==> src/rtl/cic_pkg.sv <==
// cic_pkg: constants, types and os_sel helpers shared by the CIC integrator and comb halves.
package cic_pkg;

    localparam int IDW_DEF = 23;
    localparam logic [2:0] OS_SEL_OFF = 3'd0;

    typedef logic [1:0] flag_t;

    // Both all-zeros and all-ones encodings disable the path.
    function automatic logic os_sel_valid(input logic [2:0] os);
        return os != OS_SEL_OFF && os != ~OS_SEL_OFF;
    endfunction

    function automatic logic [7:0] os_ratio(input logic [2:0] os);
        return os_sel_valid(os) ? 8'd1 << (os + 3'd1) : 8'd0;
    endfunction

endpackage

==> src/rtl/cic_integ_stage.sv <==
// cic_integ_stage: one modulo-2^AW accumulator with enable and synchronous clear.
module cic_integ_stage #(
    parameter int AW = 25
) (
    input  logic          clk,
    input  logic          reset,
    input  logic          i_en,
    input  logic          i_clr,
    input  logic [AW-1:0] i_add,
    output logic [AW-1:0] o_acc
);

    logic [AW-1:0] r_acc;

    always_ff @(posedge clk)
        if (reset || i_clr) r_acc <= '0;
        else if (i_en) r_acc <= r_acc + i_add;

    assign o_acc = r_acc;

endmodule

==> src/rtl/cic_integ_decim.sv <==
// cic_integ_decim: NS cascaded integrators decimated by R = 2^(os_sel+1),
// delivering the last integrator's low IDW bits plus a 2-bit wrap flag.
module cic_integ_decim
    import cic_pkg::*;
#(
    parameter int IW  = 4,
    parameter int IDW = IDW_DEF,
    parameter int NS  = 3
) (
    input  logic           clk,
    input  logic           reset,
    input  logic [2:0]     os_sel,
    input  logic           in_valid,
    input  logic [IW-1:0]  data_in,
    output logic [IDW-1:0] data_out,
    output logic [1:0]     flag_out,
    output logic           out_valid
);

    localparam int AW = IDW + 2;

    logic [2:0]     r_os;
    logic [6:0]     r_cnt;
    logic           r_pend;
    logic [IDW-1:0] r_data;
    flag_t          r_flag;
    logic           r_valid;
    logic           w_flush;
    logic           w_en;
    logic           w_last;
    logic [AW-1:0]  w_acc [NS+1];

    assign w_flush  = os_sel != r_os;
    assign w_en     = !w_flush && os_sel_valid(r_os) && in_valid;
    assign w_last   = r_cnt == 7'(os_ratio(r_os) - 8'd1);
    assign w_acc[0] = {{(AW-IW){data_in[IW-1]}}, data_in};

    // Each stage adds the previous stage's registered value, forming the chain.
    for (genvar k = 0; k < NS; k++) begin : g_stage
        cic_integ_stage #(.AW(AW)) u_stage (
            .clk   (clk),
            .reset (reset),
            .i_en  (w_en),
            .i_clr (w_flush),
            .i_add (w_acc[k]),
            .o_acc (w_acc[k+1])
        );
    end

    always_ff @(posedge clk)
        if (reset) begin
            r_os    <= '0;
            r_cnt   <= '0;
            r_pend  <= 1'b0;
            r_data  <= '0;
            r_flag  <= '0;
            r_valid <= 1'b0;
        end else begin
            r_os    <= os_sel;
            r_valid <= r_pend && !w_flush;
            if (r_pend && !w_flush) {r_flag, r_data} <= w_acc[NS];
            if (w_flush) begin
                r_cnt  <= '0;
                r_pend <= 1'b0;
            end else begin
                r_pend <= w_en && w_last;
                if (w_en) r_cnt <= w_last ? 7'd0 : r_cnt + 7'd1;
            end
        end

    assign data_out  = r_data;
    assign flag_out  = r_flag;
    assign out_valid = r_valid;

endmodule

==> config.mk <==
export PLATFORM = sky130hd
export DESIGN_NAME = cic_integ_decim
export DESIGN_NICKNAME = d
export VERILOG_FILES = /design/src/rtl/cic_pkg.sv /design/src/rtl/cic_integ_stage.sv /design/src/rtl/cic_integ_decim.sv
export SDC_FILE = /design/constraint.sdc
export NUM_CORES = 1
export LEC_CHECK = 0
export ABC_AREA = 1
export ABC_CLOCK_PERIOD_IN_PS = 5500
export CAP_MARGIN = 20
export CELL_PAD_IN_SITES_DETAIL_PLACEMENT = 1
export CELL_PAD_IN_SITES_GLOBAL_PLACEMENT = 1
export CORE_MARGIN = 2
export CORE_UTILIZATION = 47
export DETAILED_ROUTE_END_ITERATION = 6
export HOLD_SLACK_MARGIN = 0.05
export MAX_ROUTING_LAYER = met4
export PLACE_DENSITY = 0.84
export SETUP_SLACK_MARGIN = 0.3
export SYNTH_ARGS = -nofsm -noshare
export SYNTH_HDL_FRONTEND = slang
export SYNTH_SLANG_ARGS = --single-unit
==> constraint.sdc <==
create_clock -name clk -period 5.5 [get_ports clk]
set_input_delay 0.55 -clock clk [delete_from_list [all_inputs] [get_ports clk]]
set_output_delay 0.55 -clock clk [all_outputs]
set_load 0.05 [all_outputs]
==> results.toml, run 1 <==
[setup_path]
crit_fanout = 22
rrSetupSlack_ps = 2730
path_cells = "clkdlybuf4s50_1 -> ha_1 -> or2_2 -> nand2_1 -> o21ai_0 -> nand2_1 -> nand2_1 -> nand2_1 -> nand3_1 -> nand3_1 -> nand2_1 -> inv_1"
cp_slowest_cell = "clkdlybuf4s50_1"
r2r-start = "r_os[2]$_SDFF_PP0_"
worstPathRequired_ps = 5770
startpoint_type = "primary input"
critical_path.max_stage_delay_ps = 920
path_class = "primary input to register"
startpoint = "data_in[3]"
critical_path_buf_inv_count = 2
crit_path_end_kind = "register"
crit_family = "buffers and inverters"
timing.critical_path.mode_cell = "nand2_1"
cp_data_arrival_time_ps = 3490

[synthesis]
syn-cell-area_um2 = 9041
ys_types = 34
yosysWarnings = 0
syn_inst = 1496
ys_ff_latch = 112
avgSynthCellArea_um2 = 6.044
seq_area_frac_synth = 0.2480

[route]
wl_per_cell_um = 16.29
drc_errors = 0
finalWirelength_um = 28490
viasPerCell = 5.435
antenna_left = 0
firstDrtPassIters = 5
first_iter_violations = 605
vias = 9505

[timing]
worstMarginPinSlew_ps = 1021
holdWs_ps = 466.3
setup_viol_count_final = 0
tns_ps = 0
finalHoldViolCount = 0
fmax_ghz = 0.3108
slew_headroom = 0.3185
skew_ps = 9.373
post-route-min-period_ps = 3218
rsz0062_at_grt = "false"
fin_crit_sh = 0.5851
finalMaxSlewViolations = 0

[global_route]
grt_max_degree = 87
antenna_found_initial = 0
grt_pass1_vias = 9306
grt_pass1_wl_um = 46810
grtUsageTotal = 0.2947
grt_overflow = 0

[min_path]
min_path_type = "register to register"
hold_start = "data_out[19]$_SDFFE_PP0P_"

[pwr]
power.switching_uw = 435.5
p_per_area_nw_per_um2 = 163.3
power_frac_seq = 0.510
comb_power_share = 0.076
p_leak_nw = 4.815
switching_share = 0.2717
clkPwrFrac = 0.414
ir_drop_uv = 140.9
p_int_mw = 1.168

[cts]
cts_buffers = 9
postCtsSetupRepairBufs = 0
cts.repair.resized = 0
cts_max_path_buffers = 2
clkSinkCount = 112
clk_pin_slew_ps = 80
cts.htree.levels = 3
cts_tree = "built"
hold_buffers = 0
cts-root-buf = "clkbuf_16"
insertion_delay_ps = 370

[status]
outcome = "completed"

[floorplanning]
pin_count = 36
dieWidth_um = 142.7
core_region_area_um2 = 18770
die_y_um = 142.7
rows = 50
start_util = 0.4817
die-area_um2 = 20360

[place]
gp_congestion = 0.9321
port_buffers = 35
dp_hpwl_um = 22540

[final_layout]
area_delta_synth_final_pct = 8.580
drive_gt1_frac = 0.02046
diodes = 0
layout_commonest_cell = "nand2_1"
final_nets = 1597
final_util = 0.5231
final_cell_mix = "nand2_1, nor2_1, inv_1, a21oi_1, nand3_1"

[run]
max-cap-violations = 0
-- per-layer routing --
metal	global-route usage	share of wire	vias up	wire length [µm]
met5	-	0	-	0
met3	0.03689	0.034	33	980
met2	0.4709	0.45	144	12780
met1	0.3999	0.50	4521	14250
met4	0.06670	0.017	0	480
li1	-	-	4807	-
-- synthesized netlist by cell type --
library cell	count	area, µm²
o21a_1	1	7.510
o21bai_1	13	97.59
a21oi_1	131	655.6
xor2_1	27	236.5
xnor2_1	19	166.4
a211oi_1	1	7.510
o211ai_1	1	7.510
o21ai_1	6	30.03
nor2_1	210	788.3
nor4_1	2	12.51
nand4_1	28	175.2
ha_1	74	925.9
nand2_1	410	1539
nor2_4	1	11.26
clkbuf_1	17	63.81
or2_2	4	25.02
dfxtp_1	112	2242
nand2_2	1	6.260
inv_2	4	15.01
buf_2	13	65.06
buf_6	1	11.26
nand3_1	113	565.5
and2_1	4	25.02
nor2_2	1	6.260
a31o_1	3	26.28
nor3_1	5	25.02
conb_1	1	3.750
inv_1	204	765.7
o21ai_0	68	340.3
fa_1	3	60.06
nand3b_1	5	37.54
a21o_1	5	37.54
buf_4	7	52.55
a31oi_1	1	6.260
-- power by group through the flow --
| stage | logic [mW] | clock network, mW | registers [mW] |
|---|---|---|---|
| after floorplan | 0.0896 | 0 | 0.835 |
| after global placement | 0.117 | 0 | 0.837 |
| after detailed placement | 0.120 | 0 | 0.837 |
| after CTS | 0.121 | 0.678 | 0.818 |
| after global routing | 0.137 | 0.704 | 0.818 |
| final | 0.121 | 0.664 | 0.818 |
-- state kept, by name, summed over array words and instances (netlist names) --
register,cells
out_valid,1
r_cnt,7
r_pend,1
g_stage.u_stage.o_acc,75
data_out,23
r_os,3
flag_out,2
-- metrics by stage --
| step | cell area, µm² | power (mW) | setup WS, ps | cells |
|---|---|---|---|---|
| finish | 9817 | 1.603 | 2282 | 1749 |
| global route | 9817 | 1.659 | 2034 | 1749 |
| CTS | 9817 | 1.616 | 2359 | 1749 |
| detailed placement | 9533 | 0.9568 | 1973 | 1733 |
| global placement | 9533 | 0.9533 | 2060 | 1733 |
| floorplan | 9045 | 0.9241 | 3416 | 1497 |
-- logic make-up after synthesis --
kind of cell / after synthesis / share of synthesized area
XOR/XNOR: 46 / 0.04456
adder cells (fa/ha/maj): 77 / 0.1091
buffers and inverters: 246 / 0.1077
other: 1 / 0.0004148
flip-flops: 112 / 0.2480
AND/OR/NAND/NOR: 784 / 0.3558
AO/OA/AOI/OAI: 230 / 0.1345
-- final timing paths --
kind                            cells after the start                                         to
worst max-delay path                               12  g_stage[0].u_stage.o_acc[18]$_SDFFE_PP0P_
worst min-delay path                                2                  data_out[19]$_SDFFE_PP0P_
worst max register to register                      9   g_stage[1].u_stage.o_acc[9]$_SDFFE_PP0P_
worst min register to register                      2                  data_out[19]$_SDFFE_PP0P_
-- worst register-to-register path, cell delays in order, from the launching register on --
cell and delay [ps]:
dfxtp_1 480, inv_2 70, o21ai_0 200, nand2_1 120
nor2_4 120, buf_4 710, buf_4 630, o21ai_0 150
a31o_1 200, inv_1 40
-- final cells by class --
type                       instances  area [µm²]
multi-input combinational       1139        5829
timing repair buffer              40       387.9
clock inverter                     6       55.05
fill                            2673        8951
clock buffer                      10       229.0
tap                              234       292.8
inverter                         208       780.7
sequential                       112        2242
Power figures use the tool's default switching activity.
==> run 2: changes to the inputs <==
--- a/config.mk
+++ b/config.mk
@@ -6,16 +6,16 @@
 export NUM_CORES = 1
 export LEC_CHECK = 0
 export ABC_AREA = 1
-export ABC_CLOCK_PERIOD_IN_PS = 5500
+export ABC_CLOCK_PERIOD_IN_PS = 2700
 export CAP_MARGIN = 20
 export CELL_PAD_IN_SITES_DETAIL_PLACEMENT = 1
 export CELL_PAD_IN_SITES_GLOBAL_PLACEMENT = 1
 export CORE_MARGIN = 2
-export CORE_UTILIZATION = 47
+export CORE_UTILIZATION = 40
 export DETAILED_ROUTE_END_ITERATION = 6
 export HOLD_SLACK_MARGIN = 0.05
 export MAX_ROUTING_LAYER = met4
-export PLACE_DENSITY = 0.84
+export PLACE_DENSITY = 0.75
 export SETUP_SLACK_MARGIN = 0.3
 export SYNTH_ARGS = -nofsm -noshare
 export SYNTH_HDL_FRONTEND = slang
==> constraint.sdc (replaced) <==
create_clock -name clk -period 2.7 [get_ports clk]
set_input_delay 0.27 -clock clk [delete_from_list [all_inputs] [get_ports clk]]
set_output_delay 0.27 -clock clk [all_outputs]
set_load 0.05 [all_outputs]
==> results.toml, run 2 (synthesized netlist as in run 1, its figures left out) <==
[status]
outcome = "completed"

[floorplanning]
dieWidth_um = 154.3
rows = 55
core_region_area_um2 = 22430
pin_count = 36
die-area_um2 = 23820
start_util = 0.4030
die_y_um = 154.3

[cts]
cts-root-buf = "clkbuf_16"
cts_buffers = 9
clkSinkCount = 112
cts_tree = "built"
cts.htree.levels = 3
clk_pin_slew_ps = 90
insertion_delay_ps = 380
hold_buffers = 0
cts_max_path_buffers = 2

[setup_path]
path_cells = "clkdlybuf4s50_1 -> buf_12 -> ha_1 -> nand2_1 -> nor2_1 -> nand2_1 -> a21oi_1 -> nor2_1 -> or2_2 -> nand3_1 -> nand2_1 -> inv_1"
path_class = "primary input to register"
cp_data_arrival_time_ps = 2540
worstPathRequired_ps = 3030
critical_path_buf_inv_count = 3
cp_slowest_cell = "clkdlybuf4s50_1"
timing.critical_path.mode_cell = "nand2_1"
crit_family = "simple AND/OR/NAND/NOR gates"
startpoint_type = "primary input"
crit_path_end_kind = "register"
crit_fanout = 19
critical_path.max_stage_delay_ps = 450

[place]
gp_congestion = 0.9287
dp_hpwl_um = 23250
port_buffers = 35
placedCellCount = 1796

[timing]
fin_crit_sh = 0.8175
holdWs_ps = 452.6
setup_viol_count_final = 0
slew_headroom = 0.4183
post-route-min-period_ps = 2207
rsz0062_at_grt = "true"
finalMaxSlewViolations = 0
fmax_ghz = 0.4530
finalHoldViolCount = 0
worstMarginPinSlew_ps = 871.5
skew_ps = 9.348

[route]
drc_errors = 0
viasPerCell = 5.219
wl_per_cell_um = 16.16
first_iter_violations = 478
vias = 9456
antenna_left = 0
finalWirelength_um = 29280
firstDrtPassIters = 5

[global_route]
grtUsageTotal = 0.2563
antenna_found_initial = 0
grt_max_degree = 101
grt_overflow = 0
grt_pass1_vias = 9274
grt_pass1_wl_um = 47700

[min_path]
min_path_type = "primary input to register"

[pwr]
p_per_area_nw_per_um2 = 333.8
p_leak_nw = 4.893
ir_drop_uv = 227.1

[final_layout]
diodes = 0
final_util = 0.4468
largest_reg_flops = 75
fillCellCount = 3088
area_delta_synth_final_pct = 10.86
final_cell_mix = "nand2_1, nor2_1, inv_1, a21oi_1, nand3_1"
final-seq-area_um2 = 2242
multiInputGateArea_um2 = 5829
layout_commonest_cell = "nand2_1"
drive_gt1_frac = 0.02881
layout.cells.non_filler = 1812
final_nets = 1609

[run]
max-cap-violations = 0
-- run 2: stage by stage --
step	TNS (ps)	worst slack, ps	power (mW)	cell area [µm²]
after global placement	0	7.947	1.959	9724
after detailed placement	-55.07	-55.07	1.966	9724
after floorplan	0	869.9	1.882	9045
final	0	492.7	3.346	10020
after global routing	0	297.3	3.478	10020
after CTS	0	329.6	3.390	10020
-- run 2: final cells by class --
type                       count  share of cell area
timing repair buffer          52             0.05143
tap                          285             0.03558
inverter                     208             0.07789
sequential                   112              0.2237
multi-input combinational   1139              0.5816
clock buffer                   9             0.02247
clock inverter                 7            0.007365
-- run 2: worst paths after layout --
check | startpoint | to | slack [ps] | cells after the start
max | data_in[3] | g_stage[0].u_stage.o_acc[13]$_SDFFE_PP0P_ | 490 | 12
min | os_sel[1] | r_os[1]$_SDFF_PP0_ | 450 | 3
max reg2reg | g_stage[0].u_stage.o_acc[12]$_SDFFE_PP0P_ | g_stage[1].u_stage.o_acc[19]$_SDFFE_PP0P_ | 520 | 10
min reg2reg | data_out[19]$_SDFFE_PP0P_ | data_out[19]$_SDFFE_PP0P_ | 460 | 2
-- run 2: tightest hold or removal path, cell delays in order --
cell and delay (ps):
clkdlybuf4s50_1 430, inv_1 60, nor2_1 30
-- run 2: timing repair --
item                       CTS  global route
setup buffers                0             0
gates resized for setup      0             2
setup endpoints to repair    0             5
-- run 2: routing by layer --
layer  up-vias  wire [µm]  part of all wire  GRT usage
li1       4842          -                 -          -
met1      4437      14750              0.50     0.3482
met2       146      12890              0.44     0.4051
met3        31       1144             0.039    0.03670
met4         0        493             0.017    0.05996
met5         -          0                 0          -
-- run 2: power breakdown --
group,switching [mW],internal [mW]
Combinational,0.175,0.0883
Sequential,0.00912,1.66
Clock,0.759,0.658
